==> src/rtl/mem_port_arbiter.sv <==
// mem_port_arbiter: shares the single-port memory between instruction fetch
// and load/store data. Data has priority; a read occupies the memory for two
// cycles (grant in IDLE, data returned in WAIT); stores complete in one cycle.
//
// Ports:
//   clk, rst_n                     clock, synchronous active-low reset
//   if_req/if_addr                 fetch request in
//   if_ready/if_rvalid/if_rdata    fetch accept / read data out
//   d_req/d_we/d_addr/d_wdata      data request in
//   d_ready/d_rvalid/d_rdata       data accept / load data out
//   mem_write_en/mem_addr/mem_write_data  to memory
//   mem_read_data                  from memory (one cycle after address)
//
// Optional feature: define MEM_ARB_STARVE_GUARD_EN to force a fetch grant
// after STARVE_MAX consecutive data grants made while fetch was waiting.
module mem_port_arbiter #(
  parameter int unsigned ADDR_W     = 32,
  parameter int unsigned DATA_W     = 32,
  parameter int unsigned STARVE_MAX = 4
) (
  input  logic              clk,
  input  logic              rst_n,
  input  logic              if_req,
  input  logic [ADDR_W-1:0] if_addr,
  output logic              if_ready,
  output logic              if_rvalid,
  output logic [DATA_W-1:0] if_rdata,
  input  logic              d_req,
  input  logic              d_we,
  input  logic [ADDR_W-1:0] d_addr,
  input  logic [DATA_W-1:0] d_wdata,
  output logic              d_ready,
  output logic              d_rvalid,
  output logic [DATA_W-1:0] d_rdata,
  output logic              mem_write_en,
  output logic [ADDR_W-1:0] mem_addr,
  output logic [DATA_W-1:0] mem_write_data,
  input  logic [DATA_W-1:0] mem_read_data
);

  typedef enum logic {IDLE = 1'b0, WAIT = 1'b1} state_t;

  state_t state_q, state_d;
  logic   owner_q, owner_d;   // 0 = fetch, 1 = data
  logic   fetch_turn;         // fetch overrides data priority this cycle

`ifdef MEM_ARB_STARVE_GUARD_EN
  localparam int unsigned CNT_W = $clog2(STARVE_MAX + 1);

  logic [CNT_W-1:0] starve_q;

  // Counts data grants taken while fetch is waiting; never exceeds STARVE_MAX
  // because reaching it hands the next grant to fetch.
  always_ff @(posedge clk) begin
    if (!rst_n) begin
      starve_q <= '0;
    end else if (state_q == IDLE) begin
      if (!if_req || if_ready) begin
        starve_q <= '0;
      end else if (d_ready) begin
        starve_q <= starve_q + CNT_W'(1);
      end
    end
  end

  assign fetch_turn = if_req && (starve_q == CNT_W'(STARVE_MAX));
`else
  // STARVE_MAX only matters when the guard is built in.
  logic unused_starve_max;
  assign unused_starve_max = ^32'(STARVE_MAX);
  assign fetch_turn = 1'b0;
`endif

  // State and owner registers.
  always_ff @(posedge clk) begin
    if (!rst_n) begin
      state_q <= IDLE;
      owner_q <= 1'b0;
    end else begin
      state_q <= state_d;
      owner_q <= owner_d;
    end
  end

  // Grant selection, memory steering and read-data return. Everything is
  // qualified by rst_n so a reset asserted in WAIT suppresses the return.
  always_comb begin
    state_d        = state_q;
    owner_d        = owner_q;
    if_ready       = 1'b0;
    d_ready        = 1'b0;
    if_rvalid      = 1'b0;
    d_rvalid       = 1'b0;
    if_rdata       = '0;
    d_rdata        = '0;
    mem_write_en   = 1'b0;
    mem_addr       = '0;
    mem_write_data = '0;
    case (state_q)
      IDLE: begin
        if (rst_n) begin
          if (d_req && !fetch_turn) begin
            d_ready        = 1'b1;
            mem_addr       = d_addr;
            mem_write_data = d_wdata;
            mem_write_en   = d_we;
            if (!d_we) begin
              state_d = WAIT;
              owner_d = 1'b1;
            end
          end else if (if_req) begin
            if_ready = 1'b1;
            mem_addr = if_addr;
            state_d  = WAIT;
            owner_d  = 1'b0;
          end
        end
      end
      WAIT: begin
        state_d = IDLE;
        if (rst_n) begin
          if (owner_q) begin
            d_rvalid = 1'b1;
            d_rdata  = mem_read_data;
          end else begin
            if_rvalid = 1'b1;
            if_rdata  = mem_read_data;
          end
        end
      end
      default: state_d = IDLE;
    endcase
  end

endmodule
==> config.mk <==
export PLATFORM = sky130hd
export DESIGN_NAME = mem_port_arbiter
export DESIGN_NICKNAME = d
export VERILOG_FILES = /design/src/rtl/mem_port_arbiter.sv
export SDC_FILE = /design/constraint.sdc
export NUM_CORES = 1
export LEC_CHECK = 0
export ABC_AREA = 1
export CAP_MARGIN = 30
export CORE_AREA = 2 2 102 104
export DETAILED_ROUTE_END_ITERATION = 10
export DIE_AREA = 0 0 104 106
export SLEW_MARGIN = 5
export SYNTH_ARGS = -nofsm -noshare
export SYNTH_HDL_FRONTEND = slang
export SYNTH_SLANG_ARGS = --single-unit
==> constraint.sdc <==
create_clock -name clk -period 2 [get_ports clk]
set_input_delay 0.4 -clock clk [delete_from_list [all_inputs] [get_ports clk]]
set_output_delay 0.4 -clock clk [all_outputs]
set_load 0.1 [all_outputs]
==> flow_summary.ini <==
[run_status]
status = complete, no violations

[finish]
register_area_um2 = 40.0
utilization_pct = 61.7
finalInstanceArea_um2 = 6170
multiInputGateArea_um2 = 1290
drive_gt1_share_pct = 46.3
syn2layout_area_growth_pct = 357
fillers = 858
nNetsFinal = 712

[global_route]
grt_pass1_wl_um = 16000
grt_busiest_layer = met2
grt_use_met1_pct = 18.1
antenna_found_initial = 2
grt_use_met2_pct = 36.0
grt_overflow = 0
use_met3_pct = 6.01
grt_max_degree = 33
track_usage_pct = 18.2
grt_pass1_vias = 3075

[timing]
slew_violations = 0
finalHoldViolCount = 0
setup_tns_ps = 0
setup_violations = 0
fin_skew_ps = 1.18
finalWorstSetupSlack_ps = 116
worst_pin_slew_ps = 267
rsz0062_at_grt = false
finalCritPeriodShare_pct = 94.2
hold-worst-slack_ps = 569
max_freq_ghz = 0.531
slew_headroom_pct = 82.2
period_minus_slack_ps = 1880

[synth]
synth.most_common_cell = nor2_1
synth_top_cell_area_share_pct = 27.8
synthSimpleGateAreaFrac_pct = 64.1
ys_top_cells_by_area = nor2_1 28%, nand3_1 24%, inv_1 19%
postSynthAreaPerCell_um2 = 4.42
synth-compound-area-share_pct = 0.370
yosysTopAreaCell = nor2_1
synth_top_cells_by_count = 100 x nor2_1, 70 x inv_1, 65 x nand3_1
syn_inst = 306
synthArstFlopShare_pct = 0
synth_seq_area_share_pct = 2.96
synth_top_family_by_area = simple AND/OR/NAND/NOR gates
ys_warn_count = 0
netlist_area_um2 = 1350
synth_cell_types = 13
ys_dominant_reg_cell = dfxtp_1
syn_nets = 439
synth_seq_cells = 2
synthXorXnorAreaFrac_pct = 0
synthMuxAreaShare_pct = 0
synthAdderAreaFrac_pct = 0
synth_edf_count = 0

[worst_hold_path]
hold_class = in2reg

[clock_tree]
numClockSinks = 2
cts_root_buf = clkbuf_8
cts_tree = built
htree_num_levels = 1
path_clk_slew_ps = 30
numCtsBuffers = 3
clk_path_buf_depth = 2
insertion_delay_ps = 210

[job]
cap_violations = 0

[routing]
ant_nets = 0
detail_route.wl_per_cell_um = 14.4
drcViolationCount = 0
num_vias = 2917
wirelength_um = 10300
firstDrtPassIters = 4
first_iter_violations = 80
detail_route.vias_per_cell = 4.09

[worst_setup_path]
cp-start-kind = flop
critical_path_required_ps = 1600
critical_path.max_fanout = 31
end_kind = primary output
path_class = reg2out
critical_path_arrival_ps = 1480

[floorplanning]
core_area_um2 = 10000
ios = 266
dieHeight_um = 106
die_area_um2 = 11000
die_w_um = 104
std_cell_rows = 37
initial_core_util_pct = 13.5

[place]
dp_hpwl_um = 8480
dpl-instance-area_um2 = 5840
dpl_worst_slack_ps = -229
port_buffers = 265
gp_congestion = 0.792

[power_and_ir_drop]
cellPowerDensity_nw_per_um2 = 323
ir_drop_v = 0.000182
leakage_nw = 2.75
[path summary, 6_finish.rpt]
kind / start / endpoint / slack [ps] / depth (start not counted)
max: state_q$_SDFF_PP0_ / if_rdata[27] / 120 / 6
min reg2reg: owner_q$_SDFFE_PN0P_ / owner_q$_SDFFE_PN0P_ / 680 / 5
max reg2reg: state_q$_SDFF_PP0_ / state_q$_SDFF_PP0_ / 1020 / 5
min: rst_n / state_q$_SDFF_PP0_ / 570 / 3
[sequential cells by signal (all words and copies together) (netlist names)]
name and count:
state_q 1, owner_q 1
[cell type report]
| cell class | count | share of cell area (%) |
|---|---|---|
| antenna | 1 | 0.0406 |
| clock buffer | 3 | 0.669 |
| inverter | 73 | 4.52 |
| multi-input combinational | 208 | 20.9 |
| sequential | 2 | 0.649 |
| tap | 136 | 2.76 |
| timing repair buffer | 291 | 70.4 |
[stage by stage]
stage               power, mW  instances
CTS                      2.01        713
global route             2.07        713
global placement         1.75        700
floorplan                1.01        306
finish                   1.99        714
detailed placement       1.76        700
[timing repair]
| action | in CTS | in global routing |
|---|---|---|
| setup endpoints to repair | 130 | 27 |
| setup buffers | 6 | 0 |
| resized for setup | 60 | 3 |
| pin swaps | 3 | 1 |
| hold buffers | 0 | 0 |
| cloned | 4 | 0 |
[cells in the final DEF, fill, tap and decap left out, types with 2 or more instances in the layout]
master / n
buf_16: 3
nor2_2: 37
inv_2: 2
buf_6: 3
nor2_4: 36
clkdlybuf4s50_1: 129
nand2_2: 26
clkbuf_2: 2
nand3_1: 65
nor2_1: 30
nand2_1: 13
dfxtp_1: 2
inv_4: 2
clkbuf_8: 3
inv_1: 69
buf_4: 12
buf_12: 139
[critical path, cell delays in order, from the launching register on]
cell and delay, ps:
dfxtp_1 380, inv_1 80, nor2_1 90, nand2_1 100, buf_12 190, nor2_1 210
buf_12 210
[where the power goes]
group	total, mW	leakage, nW	switching [mW]	internal [mW]
clock	0.157	0.0216	0.0299	0.127
combinational	1.79	2.71	1.06	0.727
sequential	0.0466	0.0166	0.00292	0.0437
total	1.99	2.75	1.09	0.898
[metal layers]
layer  share of wire (%)  wire [µm]
met1                  34       3460
met3                 8.8        907
met2                  55       5690
met5                0.12         12
met4                 2.2        222
[cells by family after synthesis]
family	after synthesis
DFF	2
buffers and inverters	96
and+or+nand+nor	207
AOI/OAI and AO/OA	1
Power figures use the tool's default switching activity.
